<file path="config.mk">
export PLATFORM = sky130hd
export DESIGN_NAME = scc_wave_ram_arbiter
export DESIGN_NICKNAME = d
export VERILOG_FILES = /design/src/rtl/scc_pkg.sv /design/src/rtl/scc_wave_req_slot.sv /design/src/rtl/scc_wave_ram_arbiter.sv
export SDC_FILE = /design/constraint.sdc
export NUM_CORES = 1
export LEC_CHECK = 0
export BUFFER_PORTS_ARGS = -buffer_cell sky130_fd_sc_hd__buf_2
export CORE_MARGIN = 2
export CORE_UTILIZATION = 35
export DETAILED_ROUTE_END_ITERATION = 10
export HOLD_SLACK_MARGIN = 0.08
export PLACE_DENSITY = 0.67
export SYNTH_ARGS = -nofsm -noshare
export SYNTH_HDL_FRONTEND = slang
export SYNTH_SLANG_ARGS = --single-unit
export TNS_END_PERCENT = 20
</file>
<file path="constraint.sdc">
create_clock -name clk -period 3.9 [get_ports clk]
set_input_delay 0 -clock clk [delete_from_list [all_inputs] [get_ports clk]]
set_output_delay 0 -clock clk [all_outputs]
set_load 0.01 [all_outputs]
</file>
<file path="src/rtl/scc_pkg.sv">
// Shared types and constants for the SCC wave RAM arbiter.
// Channel ids, RAM geometry and the per-port hold-register layout.
package scc_pkg;

    localparam logic [2:0] CH_A = 3'd0;
    localparam logic [2:0] CH_B = 3'd1;
    localparam logic [2:0] CH_C = 3'd2;
    localparam logic [2:0] CH_D = 3'd3;
    localparam logic [2:0] CH_E = 3'd4;

    localparam int WAVE_DEPTH = 32;
    localparam int RAM_DEPTH  = 160;

    localparam logic [1:0] CPU_MAX_WAIT      = 2'd2;
    localparam logic [7:0] INVALID_READ_DATA = 8'hFF;

    typedef enum logic {
        OP_READ  = 1'b0,
        OP_WRITE = 1'b1
    } op_e;

    typedef struct packed {
        logic [2:0] id;
        logic [4:0] a;
        logic [7:0] d;
        op_e        op;
    } hold_t;

    // Channel ids past the last wave bank have no RAM behind them.
    function automatic logic id_valid(input logic [2:0] id);
        return int'(id) < (RAM_DEPTH / WAVE_DEPTH);
    endfunction

endpackage

</file>
<file path="src/rtl/scc_wave_req_slot.sv">
// One-entry request holding register for a wave RAM port.
// Tracks pend and flags a capture that overwrites an unserved entry.
module scc_wave_req_slot
    import scc_pkg::*;
(
    input  logic  clk,
    input  logic  nreset,
    input  logic  cap,
    input  hold_t cap_entry,
    input  logic  grant,
    output logic  pend,
    output hold_t entry,
    output logic  ovr_hit
);

    logic  pend_q;
    logic  pend_d;
    hold_t entry_q;
    hold_t entry_d;

    // Grant consumes the old entry first, so a same-cycle capture survives.
    always_comb begin
        pend_d  = pend_q;
        entry_d = entry_q;
        ovr_hit = cap & pend_q & ~grant;
        if (grant) begin
            pend_d = 1'b0;
        end
        if (cap) begin
            pend_d  = 1'b1;
            entry_d = cap_entry;
        end
    end

    // Hold register state.
    always_ff @(posedge clk or negedge nreset) begin
        if (!nreset) begin
            pend_q  <= 1'b0;
            entry_q <= '0;
        end else begin
            pend_q  <= pend_d;
            entry_q <= entry_d;
        end
    end

    assign pend  = pend_q;
    assign entry = entry_q;

endmodule

</file>
<file path="src/rtl/scc_wave_ram_arbiter.sv">
// Arbiter for the shared SCC/SCC-I wave RAM: CPU port vs tone fetch port.
// Tone has priority; the CPU is forced through after two lost cycles.
module scc_wave_ram_arbiter
    import scc_pkg::*;
(
    input  logic       clk,
    input  logic       nreset,
    input  logic       scci_enable,
    input  logic       cpu_ce,
    input  logic [2:0] cpu_id,
    input  logic [4:0] cpu_a,
    input  logic [7:0] cpu_d,
    input  logic       cpu_oe,
    input  logic       cpu_we,
    output logic [7:0] cpu_q,
    output logic       cpu_q_en,
    input  logic       tone_req,
    input  logic [2:0] tone_id,
    input  logic [4:0] tone_a,
    output logic [7:0] tone_q,
    output logic       tone_q_en,
    output logic [7:0] ram_a,
    output logic [7:0] ram_d,
    output logic       ram_we,
    output logic       ram_re,
    input  logic [7:0] ram_q,
    output logic       overrun
);

    logic  cpu_cap;
    hold_t cpu_cap_e;
    hold_t tone_cap_e;
    logic  cpu_pend;
    logic  tone_pend;
    hold_t cpu_e;
    hold_t tone_e;
    logic  cpu_ovr;
    logic  tone_ovr;
    logic  cpu_gnt;
    logic  tone_gnt;
    hold_t sel;
    logic  sel_ok;

    logic [1:0] cpu_wait_q;
    logic [1:0] cpu_wait_d;
    logic [7:0] ram_a_q;
    logic [7:0] ram_a_d;
    logic [7:0] ram_d_q;
    logic [7:0] ram_d_d;
    logic       ram_we_q;
    logic       ram_we_d;
    logic       ram_re_q;
    logic       ram_re_d;
    logic       cpu_rd_q;
    logic       cpu_rd_d;
    logic       tone_rd_q;
    logic       tone_rd_d;
    logic       rd_bad_q;
    logic       rd_bad_d;
    logic [7:0] cpu_q_q;
    logic [7:0] cpu_q_d;
    logic       cpu_q_en_q;
    logic       cpu_q_en_d;
    logic [7:0] tone_q_q;
    logic [7:0] tone_q_d;
    logic       tone_q_en_q;
    logic       tone_q_en_d;
    logic       overrun_q;
    logic       overrun_d;

    // Request formation; SCC mode folds channel E playback onto D at capture.
    always_comb begin
        cpu_cap       = cpu_ce & (cpu_we | cpu_oe);
        cpu_cap_e.id  = cpu_id;
        cpu_cap_e.a   = cpu_a;
        cpu_cap_e.d   = cpu_d;
        cpu_cap_e.op  = cpu_we ? OP_WRITE : OP_READ;
        tone_cap_e.id = (!scci_enable && tone_id == CH_E) ? CH_D : tone_id;
        tone_cap_e.a  = tone_a;
        tone_cap_e.d  = 8'h00;
        tone_cap_e.op = OP_READ;
    end

    scc_wave_req_slot u_cpu_slot (
        .clk       (clk),
        .nreset    (nreset),
        .cap       (cpu_cap),
        .cap_entry (cpu_cap_e),
        .grant     (cpu_gnt),
        .pend      (cpu_pend),
        .entry     (cpu_e),
        .ovr_hit   (cpu_ovr)
    );

    scc_wave_req_slot u_tone_slot (
        .clk       (clk),
        .nreset    (nreset),
        .cap       (tone_req),
        .cap_entry (tone_cap_e),
        .grant     (tone_gnt),
        .pend      (tone_pend),
        .entry     (tone_e),
        .ovr_hit   (tone_ovr)
    );

    // Tone-first arbitration with a bounded CPU wait counter.
    always_comb begin
        cpu_gnt  = cpu_pend &
                   (~tone_pend | (cpu_wait_q == CPU_MAX_WAIT));
        tone_gnt = tone_pend & ~cpu_gnt;
        sel      = cpu_gnt ? cpu_e : tone_e;
        sel_ok   = id_valid(sel.id);
        cpu_wait_d = cpu_wait_q;
        if (!cpu_pend || cpu_gnt) begin
            cpu_wait_d = 2'd0;
        end else if (tone_gnt) begin
            cpu_wait_d = cpu_wait_q + 2'd1;
        end
    end

    // RAM strobes for the granted entry and the two-stage read return.
    always_comb begin
        ram_we_d = (cpu_gnt | tone_gnt) & sel_ok & (sel.op == OP_WRITE);
        ram_re_d = (cpu_gnt | tone_gnt) & sel_ok & (sel.op == OP_READ);
        ram_a_d  = ram_a_q;
        ram_d_d  = ram_d_q;
        if (ram_we_d || ram_re_d) begin
            ram_a_d = {sel.id, sel.a};
        end
        if (ram_we_d) begin
            ram_d_d = sel.d;
        end
        cpu_rd_d  = cpu_gnt & (cpu_e.op == OP_READ);
        tone_rd_d = tone_gnt & (tone_e.op == OP_READ);
        rd_bad_d  = ~sel_ok;

        cpu_q_en_d  = cpu_rd_q;
        cpu_q_d     = cpu_q_q;
        tone_q_en_d = tone_rd_q;
        tone_q_d    = tone_q_q;
        if (cpu_rd_q) begin
            cpu_q_d = rd_bad_q ? INVALID_READ_DATA : ram_q;
        end
        if (tone_rd_q) begin
            tone_q_d = rd_bad_q ? INVALID_READ_DATA : ram_q;
        end
        overrun_d = overrun_q | cpu_ovr | tone_ovr;
    end

    // Registered outputs and pipeline state.
    always_ff @(posedge clk or negedge nreset) begin
        if (!nreset) begin
            cpu_wait_q  <= 2'd0;
            ram_a_q     <= 8'h00;
            ram_d_q     <= 8'h00;
            ram_we_q    <= 1'b0;
            ram_re_q    <= 1'b0;
            cpu_rd_q    <= 1'b0;
            tone_rd_q   <= 1'b0;
            rd_bad_q    <= 1'b0;
            cpu_q_q     <= 8'h00;
            cpu_q_en_q  <= 1'b0;
            tone_q_q    <= 8'h00;
            tone_q_en_q <= 1'b0;
            overrun_q   <= 1'b0;
        end else begin
            cpu_wait_q  <= cpu_wait_d;
            ram_a_q     <= ram_a_d;
            ram_d_q     <= ram_d_d;
            ram_we_q    <= ram_we_d;
            ram_re_q    <= ram_re_d;
            cpu_rd_q    <= cpu_rd_d;
            tone_rd_q   <= tone_rd_d;
            rd_bad_q    <= rd_bad_d;
            cpu_q_q     <= cpu_q_d;
            cpu_q_en_q  <= cpu_q_en_d;
            tone_q_q    <= tone_q_d;
            tone_q_en_q <= tone_q_en_d;
            overrun_q   <= overrun_d;
        end
    end

    assign ram_a     = ram_a_q;
    assign ram_d     = ram_d_q;
    assign ram_we    = ram_we_q;
    assign ram_re    = ram_re_q;
    assign cpu_q     = cpu_q_q;
    assign cpu_q_en  = cpu_q_en_q;
    assign tone_q    = tone_q_q;
    assign tone_q_en = tone_q_en_q;
    assign overrun   = overrun_q;

endmodule

</file>
Word-level counts from Yosys, hierarchy flattened
Index checks and enable logic that the tools add are counted.
{"block": "classes", "n_addsub": 1, "n_lt_le_gt_ge": 1, "n_eq_ne": 2, "n_mux": 10, "n_bitwise": 22, "reduce_logical": 8}
{"operator": "17-bit 2-to-1 mux", "count": 1}
{"operator": "1-bit bitwise AND", "count": 11}
{"operator": "8-bit 2-to-1 mux", "count": 1}
{"operator": "1-bit inverter", "count": 6}
{"operator": "2-bit nonzero test", "count": 3}
{"operator": "1-bit 2-to-1 mux", "count": 5}
{"operator": "1-bit bitwise OR", "count": 5}
{"operator": "2-bit 2-to-1 mux", "count": 2}
{"operator": "3-bit == test (second input constant)", "count": 1}
{"operator": "3-bit less-than comparator (second input constant)", "count": 1}
{"operator": "3-bit 2-to-1 mux", "count": 1}
{"operator": "2-bit by 1-bit adder with 2-bit output (second input constant)", "count": 1}
{"operator": "2-bit == test (second input constant)", "count": 1}
{"operator": "1-bit logical NOT", "count": 2}
{"operator": "1-bit logical OR", "count": 2}
{"operator": "1-bit logical AND", "count": 1}
{"block": "totals", "regBits": 69, "inputBits": 39, "word_cells": 65}

Longest topological paths before layout
Gate-level depths: netlist (run 1).
{"block": "logic_depth", "depth_word": 9, "depth_mapped": 7, "depth_no_buf": 6}

Hierarchy
A second synthesis (run 1) with hierarchy kept.
{"block": "unflattened", "cells_unflattened": 238, "area_unflattened_um2": 3291.9}
{"mod": "scc_wave_ram_arbiter", "n_inst": 1, "cells_per_inst": 158, "area_per_inst_um2": 1845.5, "seq_area_each_um2": 1051.0}
{"mod": "scc_wave_req_slot", "n_inst": 2, "cells_per_inst": 40, "area_per_inst_um2": 723.2, "seq_area_each_um2": 450.4}

Worst setup path after synthesis (run 1)
OpenSTA, ideal clock, no wires.
{"block": "synth_timing", "path_kind": "reg2reg", "startpoint": "reg cpu_wait_q[0]", "endpoint": "reg ram_a_q[0] (netlist: ram_a[0])", "t_arrival_ps": 1650, "required_time_ps": 3775, "slack_ps": 2126, "stages_incl_launch_ff": 7, "n_path_buf": 0, "period_less_slack_ps": 1774, "cell_sequence": "dfrtp_1 > inv_1 > ha_1 > nand2b_4 > a21oi_2 > a311oi_4 > mux2_2"}
{"block": "synth_between", "elab_chain_len": 9, "elab_cells_between_ends": 13}
{"item": "start, declared", "line": "scc_wave_ram_arbiter.sv:44", "rtl": "logic [1:0] cpu_wait_q;"}
{"item": "start signal, assigned", "line": "scc_wave_ram_arbiter.sv:167", "rtl": "cpu_wait_q <= cpu_wait_d;"}
{"item": "2-bit == test (*)", "line": "scc_wave_ram_arbiter.sv:109", "rtl": "(~tone_pend | (cpu_wait_q == CPU_MAX_WAIT));"}
{"item": "1-bit bitwise OR (*)", "line": "scc_wave_ram_arbiter.sv:109"}
{"item": "1-bit bitwise AND (*)", "line": "scc_wave_ram_arbiter.sv:108", "rtl": "cpu_gnt = cpu_pend &"}
{"item": "parallel branches: the longest is 6 deep, another holds 3-bit less-than comparator"}
{"item": "end signal, assigned", "line": "scc_wave_ram_arbiter.sv:168", "rtl": "ram_a_q <= ram_a_d;"}
{"item": "end, declared", "line": "scc_wave_ram_arbiter.sv:46", "rtl": "logic [7:0] ram_a_q;"}
Mark *: on every way between the ends.
A chain may end at the register's enable or synchronous reset.

Worst setup path after layout (run 1)
{"block": "layout_timing", "startpoint": "in tone_id[0]", "endpoint": "reg u_tone_slot.entry_q, in the netlist u_tone_slot.entry[16]"}
{"block": "layout_between", "elab_chain_len": 3}
{"item": "start, declared", "line": "scc_wave_ram_arbiter.sv:18", "rtl": "input logic [2:0] tone_id,"}
{"item": "3-bit == test", "line": "scc_wave_ram_arbiter.sv:78", "rtl": "tone_cap_e.id = (!scci_enable && tone_id == CH_E) ? CH_D : tone_id;"}
{"item": "1-bit logical AND", "line": "scc_wave_ram_arbiter.sv:78"}
{"item": "3-bit 2-to-1 mux", "line": "scc_wave_ram_arbiter.sv:78"}
{"item": "end signal, assigned", "line": "scc_wave_req_slot.sv:42", "rtl": "entry_q <= entry_d;"}
{"item": "end, declared", "line": "scc_wave_req_slot.sv:18", "rtl": "hold_t entry_q;"}
No other way between the ends.

==> out/qor.yml, run 1 <==
sta:
  worst_slew_pin_slew_ns: 0.958
  fin_crit_sh: 0.516
  max_freq_mhz: 497
  finalSetupViolations: 0
  hold_viol_final: 0
  rsz0062_at_grt: "false"
  slew_headroom: 0.361
  slew_violations: 0
  timing.final.ws_setup_ns: 1.89
  fin_setup_tns_ns: 0
  fin_worst_skew_ns: 0.00776
  layout_min_cycle_time_ns: 2.01
detailed_routing:
  drcViolationCount: 0
  first_iter_violations: 92
  vias: 1994
  routedWlPerCell_um: 13.2
  antenna_left: 0
  viasPerCell: 4.57
  routed_wl_um: 5770
  firstDrtPassIters: 4
power_and_ir_drop:
  intPower_w: 0.00146
  cellLeakagePower_nw: 1.73
  powerDensity_nw_per_um2: 533
  power_frac_clock: 0.313
  pwr-share-seq: 0.470
  power_switching_w: 0.000575
  comb_power_share: 0.218
  ir_worst_vdd_v: 0.000250
  swShare: 0.282
finish:
  area_growth_pct: 40.5
  diodes: 0
  fillers: 698
  drive_gt1_frac: 0.425
  final_nets: 369
synthesis:
  synth_top_area_frac: 0.635
  synth_area_um2: 2720
  ys.flop_type: "dfrtp_1"
  synthCells: 210
  ys_async_sr_fraction: 1.00
  synth_compound_area_frac: 0.0796
  syn_avg_cell_area_um2: 13.0
  synth_warnings: 0
  synth_top_family_by_area: "multiplexers"
  synth_mux_area_frac: 0.178
  synthXorXnorAreaFrac: 0
  netlist_top_cells_area: "dfrtp_1 (63%), mux2_2 (18%), nor2_1 (4.4%)"
  ys_seq_area_frac: 0.635
  synth.distinct_cells: 30
  synth-edff-count: 0
  yosysTopAreaCell: "dfrtp_1"
  post_synth_and_or_nand_nor_area_fraction: 0.0828
  synthAdderAreaFrac: 0.00460
  syn_nets: 250
  ys_ff_latch: 69
worst_setup_path:
  critPathCaptureType: "flip-flop"
  cp.required_ns: 4.12
  worstPathMaxFanout: 3
  critPathLaunchType: "input pin"
  critical_path.slowest_cell: "dlygate4sd3_1"
  reg2reg_slack_ns: 1.95
  worstSetupPathType: "input pin to flip-flop"
  cp_cell_sequence: "dlygate4sd3_1 -> buf_2 -> o311ai_0 -> dlygate4sd3_1 -> o21ai_0 -> dlygate4sd3_1"
  crit_arrival_ns: 2.23
  cpPeakStageDelay_ns: 0.60
  cpMostUsedCell: "dlygate4sd3_1"
place:
  port_buffers: 75
  dpl.hpwl_um: 3740
  gp_congestion: 0.716
  place_ws_ns: 1.95
cts:
  clk-insertion-delay-late_ns: 0.34
  cts_setup_buffers: 0
  cts-root-buf: "clkbuf_8"
  cts_sinks: 69
  cts_tree: "yes"
  cts_buffers: 9
  cts_htree_levels: 3
  cts.path.max_buffers: 2
  clk_pin_slew_ns: 0.07
global_route:
  grt_max_degree: 38
  antenna_found_initial: 0
  overflow: 0
  grtUsageTotal: 0.148
  grt_pass1_wl_um: 9780
  grt_pass1_vias: 2108
floorplanning:
  fp.dieArea_um2: 8490
  boundaryPins: 76
  dieWidth_um: 92.2
  rows: 32
  die_h_um: 92.2
  coreArea_um2: 7610
  start_util: 0.358
flow_run:
  cap_violations: 0
status:
  status: "finished clean"
hold_path:
  hp-class: "input pin to flip-flop"
-- cell type report --
cell class	count	area (um2)	area share
inverter	4	15.0	0.00393
timing repair buffer	117	793	0.208
clock inverter	7	97.6	0.0255
clock buffer	9	124	0.0324
tap	102	128	0.0334
multi-input combinational	128	938	0.245
sequential	69	1730	0.452
-- flip-flops by register name, summed over array words and instances, names as in the netlist --
signal	cells
cpu_q	8
ram_re	1
u_cpu_slot.entry	17
cpu_wait_q	2
tone_q_en_d	1
ram_a	8
u_cpu_slot.pend	1
ram_d	8
cpu_q_en	1
overrun	1
tone_q_en	1
rd_bad_q	1
tone_q	8
ram_we	1
cpu_q_en_d	1
u_tone_slot.pend	1
u_tone_slot.entry	8
-- critical path: cells and delay by family --
kind                   cells  cell delay, ns
buffers and inverters      4            1.82
AO/OA/AOI/OAI              2            0.40
-- power by group through the flow --
stage               clock, W  sequential, W  combinational (W)
floorplan                  0       0.000998           0.000199
global placement           0       0.000971           0.000404
detailed placement         0       0.000973           0.000417
CTS                 0.000663       0.000960           0.000451
global route        0.000699       0.000979           0.000489
finish              0.000637       0.000957           0.000444
-- kinds of logic (layout without fill, tap and decap cells) --
family	Yosys count	in the layout
fa+ha+maj	1	1
mux	43	43
flops	69	69
simple gates	50	50
buf+inv	13	137
compound gates	34	34
-- cells in the mapped netlist, drive strengths merged, types with 2 or more instances --
cell,n
o21ai,6
dfrtp,69
buf,4
inv,4
or3,2
nand2,9
clkbuf,5
mux2,43
nor2,32
a31o,2
a21oi,21
-- repair_timing --
action,4_1_cts,5_1_grt
hold buffers,41,0
gates resized for setup,0,0
hold endpoints to repair,73,0
-- per-stage QoR --
stage / hold WS, ns / instance area (um2) / instances / total power (W) / utilization
global route: 0.137 / 3820 / 436 / 0.00217 / 0.502
floorplan: -0.296 / 2720 / 210 / 0.00120 / -
global placement: 0.0934 / 3190 / 379 / 0.00137 / 0.419
detailed placement: 0.0962 / 3190 / 379 / 0.00139 / 0.419
finish: 0.121 / 3820 / 436 / 0.00204 / 0.502
CTS: 0.108 / 3820 / 436 / 0.00208 / 0.502
-- routing by layer --
| metal | global-route usage | up-vias | part of all wire |
|---|---|---|---|
| met3 | 0.0353 | 9 | 0.047 |
| met4 | 0.0759 | 0 | 0.014 |
| met5 | 0 | - | 0 |
| li1 | - | 964 | - |
| met2 | 0.246 | 53 | 0.51 |
| met1 | 0.178 | 968 | 0.43 |
-- path summary, 6_finish.rpt --
kind                                                 from                                 to  cells after the start
worst max-delay path                           tone_id[0]  u_tone_slot.entry[16]$_DFFE_PN0P_                      6
worst min-delay path                             tone_req       u_tone_slot.pend$_DFFE_PN0P_                      2
worst max register to register  cpu_wait_q[0]$_DFFE_PN0P_               ram_a[4]$_DFFE_PN0P_                      6
worst min register to register  cpu_wait_q[0]$_DFFE_PN0P_          cpu_wait_q[0]$_DFFE_PN0P_                      1
max in group asynchronous                          nreset   u_cpu_slot.entry[16]$_DFFE_PN0P_                      3
min in group asynchronous                          nreset              tone_q[1]$_DFFE_PN0P_                      2
-- layout by cell type (no fill, tap or decap), drive strengths merged --
master / n
o21bai: 1
dfrtp: 69
a21oi: 21
nand3b: 1
nand4: 1
bufinv: 2
o21a: 1
nor3b: 1
dlygate4sd3: 41
clkinv: 2
a31oi: 1
o311ai: 1
nand3: 1
a311oi: 1
clkbuf: 9
o21ai: 6
and2: 1
nand2b: 1
nor2: 32
a31o: 2
mux2: 43
ha: 1
nor3: 1
inv: 5
clkinvlp: 2
buf: 76
nand2: 9
or3: 2
(Power assumes the default switching activity.)
==> run 2: changes to the inputs <==
ABC_AREA = 1   (was not set)
clock period = 2.1 ns   (was 3.9 ns; I/O delays follow)
==> out/qor.yml, run 2 <==
finish:
  drive_gt1_frac: 0.307  # was 0.425
  fillers: 709  # was 698
  multi_input_area_um2: 861  # was 938 um2
  largest_reg_flops: 17  # unchanged
  final_cell_mix: "buf_2 (75), dfrtp_1 (69), nand2_1 (61)"  # was buf_2 (75), dfrtp_1 (69), mux2_2 (43)
  final-instance-count-excl-fill: 489  # was 436
  seqCellArea_um2: 1730  # unchanged
  diodes: 0  # unchanged
  area_growth_pct: 41.9  # was 40.5%
  final_nets: 423  # was 369
  layout_commonest_cell: "buf_2"  # unchanged
floorplanning:
  boundaryPins: 76  # unchanged
  coreArea_um2: 7610  # unchanged
  fp.dieArea_um2: 8470  # was 8490 um2
  die_h_um: 92.0  # was 92.2 um
  dieWidth_um: 92.0  # was 92.2 um
  start_util: 0.357  # was 0.358
  rows: 32  # unchanged
cts:
  clk_pin_slew_ns: 0.07  # about the same
  cts_buffers: 9  # unchanged
  cts_htree_levels: 3  # unchanged
  cts-root-buf: "clkbuf_8"  # unchanged
  clk-insertion-delay-late_ns: 0.33  # was 0.34 ns
  cts.path.max_buffers: 2  # unchanged
  cts_tree: "yes"  # unchanged
  cts_setup_buffers: 0  # unchanged
  cts_sinks: 69  # unchanged
synthesis:
  yosysTopAreaCell: "dfrtp_1"  # unchanged
  ys.flop_type: "dfrtp_1"  # unchanged
  ys_async_sr_fraction: 1.00  # unchanged
  syn_nets: 297  # was 250
  yosysMostFrequentCell: "dfrtp_1"  # unchanged
  synth.distinct_cells: 25  # was 30
  synth-edff-count: 0  # unchanged
  synth_area_um2: 2710  # was 2720 um2
  yosys-top-cells-count: "dfrtp_1 (69), nand2_1 (61), o21ai_0 (29)"  # was dfrtp_1 (69), mux2_2 (43), nor2_1 (32)
  ys_seq_area_frac: 0.637  # was 0.635
  synth_warnings: 0  # unchanged
  synthCells: 257  # was 210
  ys_ff_latch: 69  # unchanged
  syn_avg_cell_area_um2: 10.6  # was 13.0 um2
  netlist_top_cells_area: "dfrtp_1 (64%), nand2_1 (8.4%), mux2_2 (5.8%)"  # was dfrtp_1 (63%), mux2_2 (18%), nor2_1 (4.4%)
  synth_top_area_frac: 0.637  # was 0.635
global_route:
  grt_pass1_wl_um: 10400  # was 9780 um
  grtUsageTotal: 0.155  # was 0.148
  overflow: 0  # unchanged
  antenna_found_initial: 0  # unchanged
  grt_max_degree: 42  # was 38
  grt_pass1_vias: 2192  # was 2108
detailed_routing:
  drcViolationCount: 0  # unchanged
  routed_wl_um: 6030  # was 5770 um
  firstDrtPassIters: 4  # unchanged
  first_iter_violations: 84  # was 92
  routedWlPerCell_um: 12.3  # was 13.2 um
  vias: 2181  # was 1994
  viasPerCell: 4.46  # was 4.57
  antenna_left: 0  # unchanged
sta:
  layout_min_cycle_time_ns: 1.76
  fin_setup_tns_ns: 0  # unchanged
  rsz0062_at_grt: "false"  # unchanged
  max_freq_mhz: 568
  finalSetupViolations: 0  # unchanged
  slew_headroom: 0.555  # was 0.361
  fin_crit_sh: 0.839
  worst_slew_pin_slew_ns: 0.668  # was 0.958 ns
  hold_viol_final: 0  # unchanged
  fin_worst_skew_ns: 0.00605  # was 0.00776 ns
  slew_violations: 0  # unchanged
power_and_ir_drop:
  cellLeakagePower_nw: 1.93  # was 1.73 nW
  ir_worst_vdd_v: 0.000286  # was 0.000250 V
  powerDensity_nw_per_um2: 1040  # was 533 nW/um2
flow_run:
  cap_violations: 0  # unchanged
place:
  port_buffers: 75  # unchanged
  gp_congestion: 0.721  # was 0.716
  dpl.hpwl_um: 4050  # was 3740 um
  dp_cells: 427  # was 379
worst_setup_path:
  critPathLaunchType: "flip-flop"  # was input pin
  crit_arrival_ns: 1.99  # was 2.23 ns
  reg2reg_slack_ns: 0.34  # was 1.95 ns
  cp.required_ns: 2.33  # was 4.12 ns
  worstPathMaxFanout: 18  # was 3
  worstSetupPathType: "flip-flop to flip-flop"  # was input pin to flip-flop
  critPathCaptureType: "flip-flop"  # unchanged
status:
  status: "finished clean"  # unchanged
hold_path:
  hp-class: "input pin to flip-flop"  # unchanged
==> run 2: cell types whose count changed in the layout (fill, tap and decap cells not counted), sizes merged, moves of 6 or more <==
cell / delta
a21oi: -19
dlygate4sd3: +6
nor2: -13
mux2: -29
nand4: +7
inv: +15
nand2: +56
o21ai: +31
==> run 2: routing by layer <==
metal | track usage | vias up | share of wire
met2 | 0.256 | 56 | 0.48
met1 | 0.199 | 1027 | 0.45
met5 | 0 | - | 0
met4 | 0.0522 | 0 | 0.012
li1 | - | 1088 | -
met3 | 0.0386 | 10 | 0.049
==> run 2: critical path: stages (launching register included) <==
cell and delay [ns]:
dfrtp_1 0.34, inv_1 0.04, ha_1 0.18, inv_1 0.07, nand2_2 0.08, nand2_4 0.17, nand2_1 0.09, nand2_1 0.09
nand2_1 0.09, nand2_4 0.15, nand3_2 0.20, nand2_1 0.12, nand2_1 0.05
==> run 2: repair_timing <==
action	4_1_cts	5_1_grt
hold buffers	47	0
gates resized for setup	0	0
endpoints found under the setup margin	0	0
hold endpoints to repair	69	0
==> run 2: logic make-up (layout without fill, tap and decap cells) <==
logic type | after synthesis | count (layout) | synth area share
muxes | 14 | 14 | 0.0581
buffers and inverters | 30 | 160 | 0.0475
AOI/OAI and AO/OA | 43 | 43 | 0.0904
adders and majority gates | 1 | 1 | 0.00461
and+or+nand+nor | 100 | 100 | 0.163
DFF | 69 | 69 | 0.637
==> run 2: final timing paths <==
check,end,cells after the start,from
max,ram_d[2]$_DFFE_PN0P_,12,cpu_wait_q[0]$_DFFE_PN0P_
min,u_tone_slot.pend$_DFFE_PN0P_,3,tone_req
max reg2reg,ram_d[2]$_DFFE_PN0P_,12,cpu_wait_q[0]$_DFFE_PN0P_
min reg2reg,cpu_q_en$_DFF_PN0_,0,cpu_q_en_d$_DFF_PN0_
max in group asynchronous,overrun$_DFF_PN0_,3,nreset
min in group asynchronous,ram_d[3]$_DFFE_PN0P_,2,nreset
==> run 2: stage by stage <==
stage,hold WS [ns],power [W],area (um2),setup slack (ns),util
2_1_floorplan,-0.296,0.00251,2710,0.626,-
3_3_place_gp,0.0582,0.00295,3200,0.429,0.421
3_5_place_dp,0.0662,0.00299,3200,0.324,0.421
4_1_cts,0.112,0.00403,3850,0.321,0.506
5_1_grt,0.168,0.00427,3850,0.0886,0.506
6_report,0.127,0.00399,3850,0.339,0.506
==> run 2: power breakdown <==
group | total, W | internal (W) | switching [W] | leakage [nW]
Clock | 0.000966 | 0.000519 | 0.000447 | 0.0926
Combinational | 0.00112 | 0.000497 | 0.000625 | 1.02
Sequential | 0.00190 | 0.00169 | 0.000212 | 0.825
==> run 2: final cells by class <==
class,count,share of cell area
inverter,20,0.0195
sequential,69,0.449
tap,102,0.0332
multi-input combinational,158,0.224
clock inverter,1,0.00130
clock buffer,14,0.0449
timing repair buffer,125,0.229
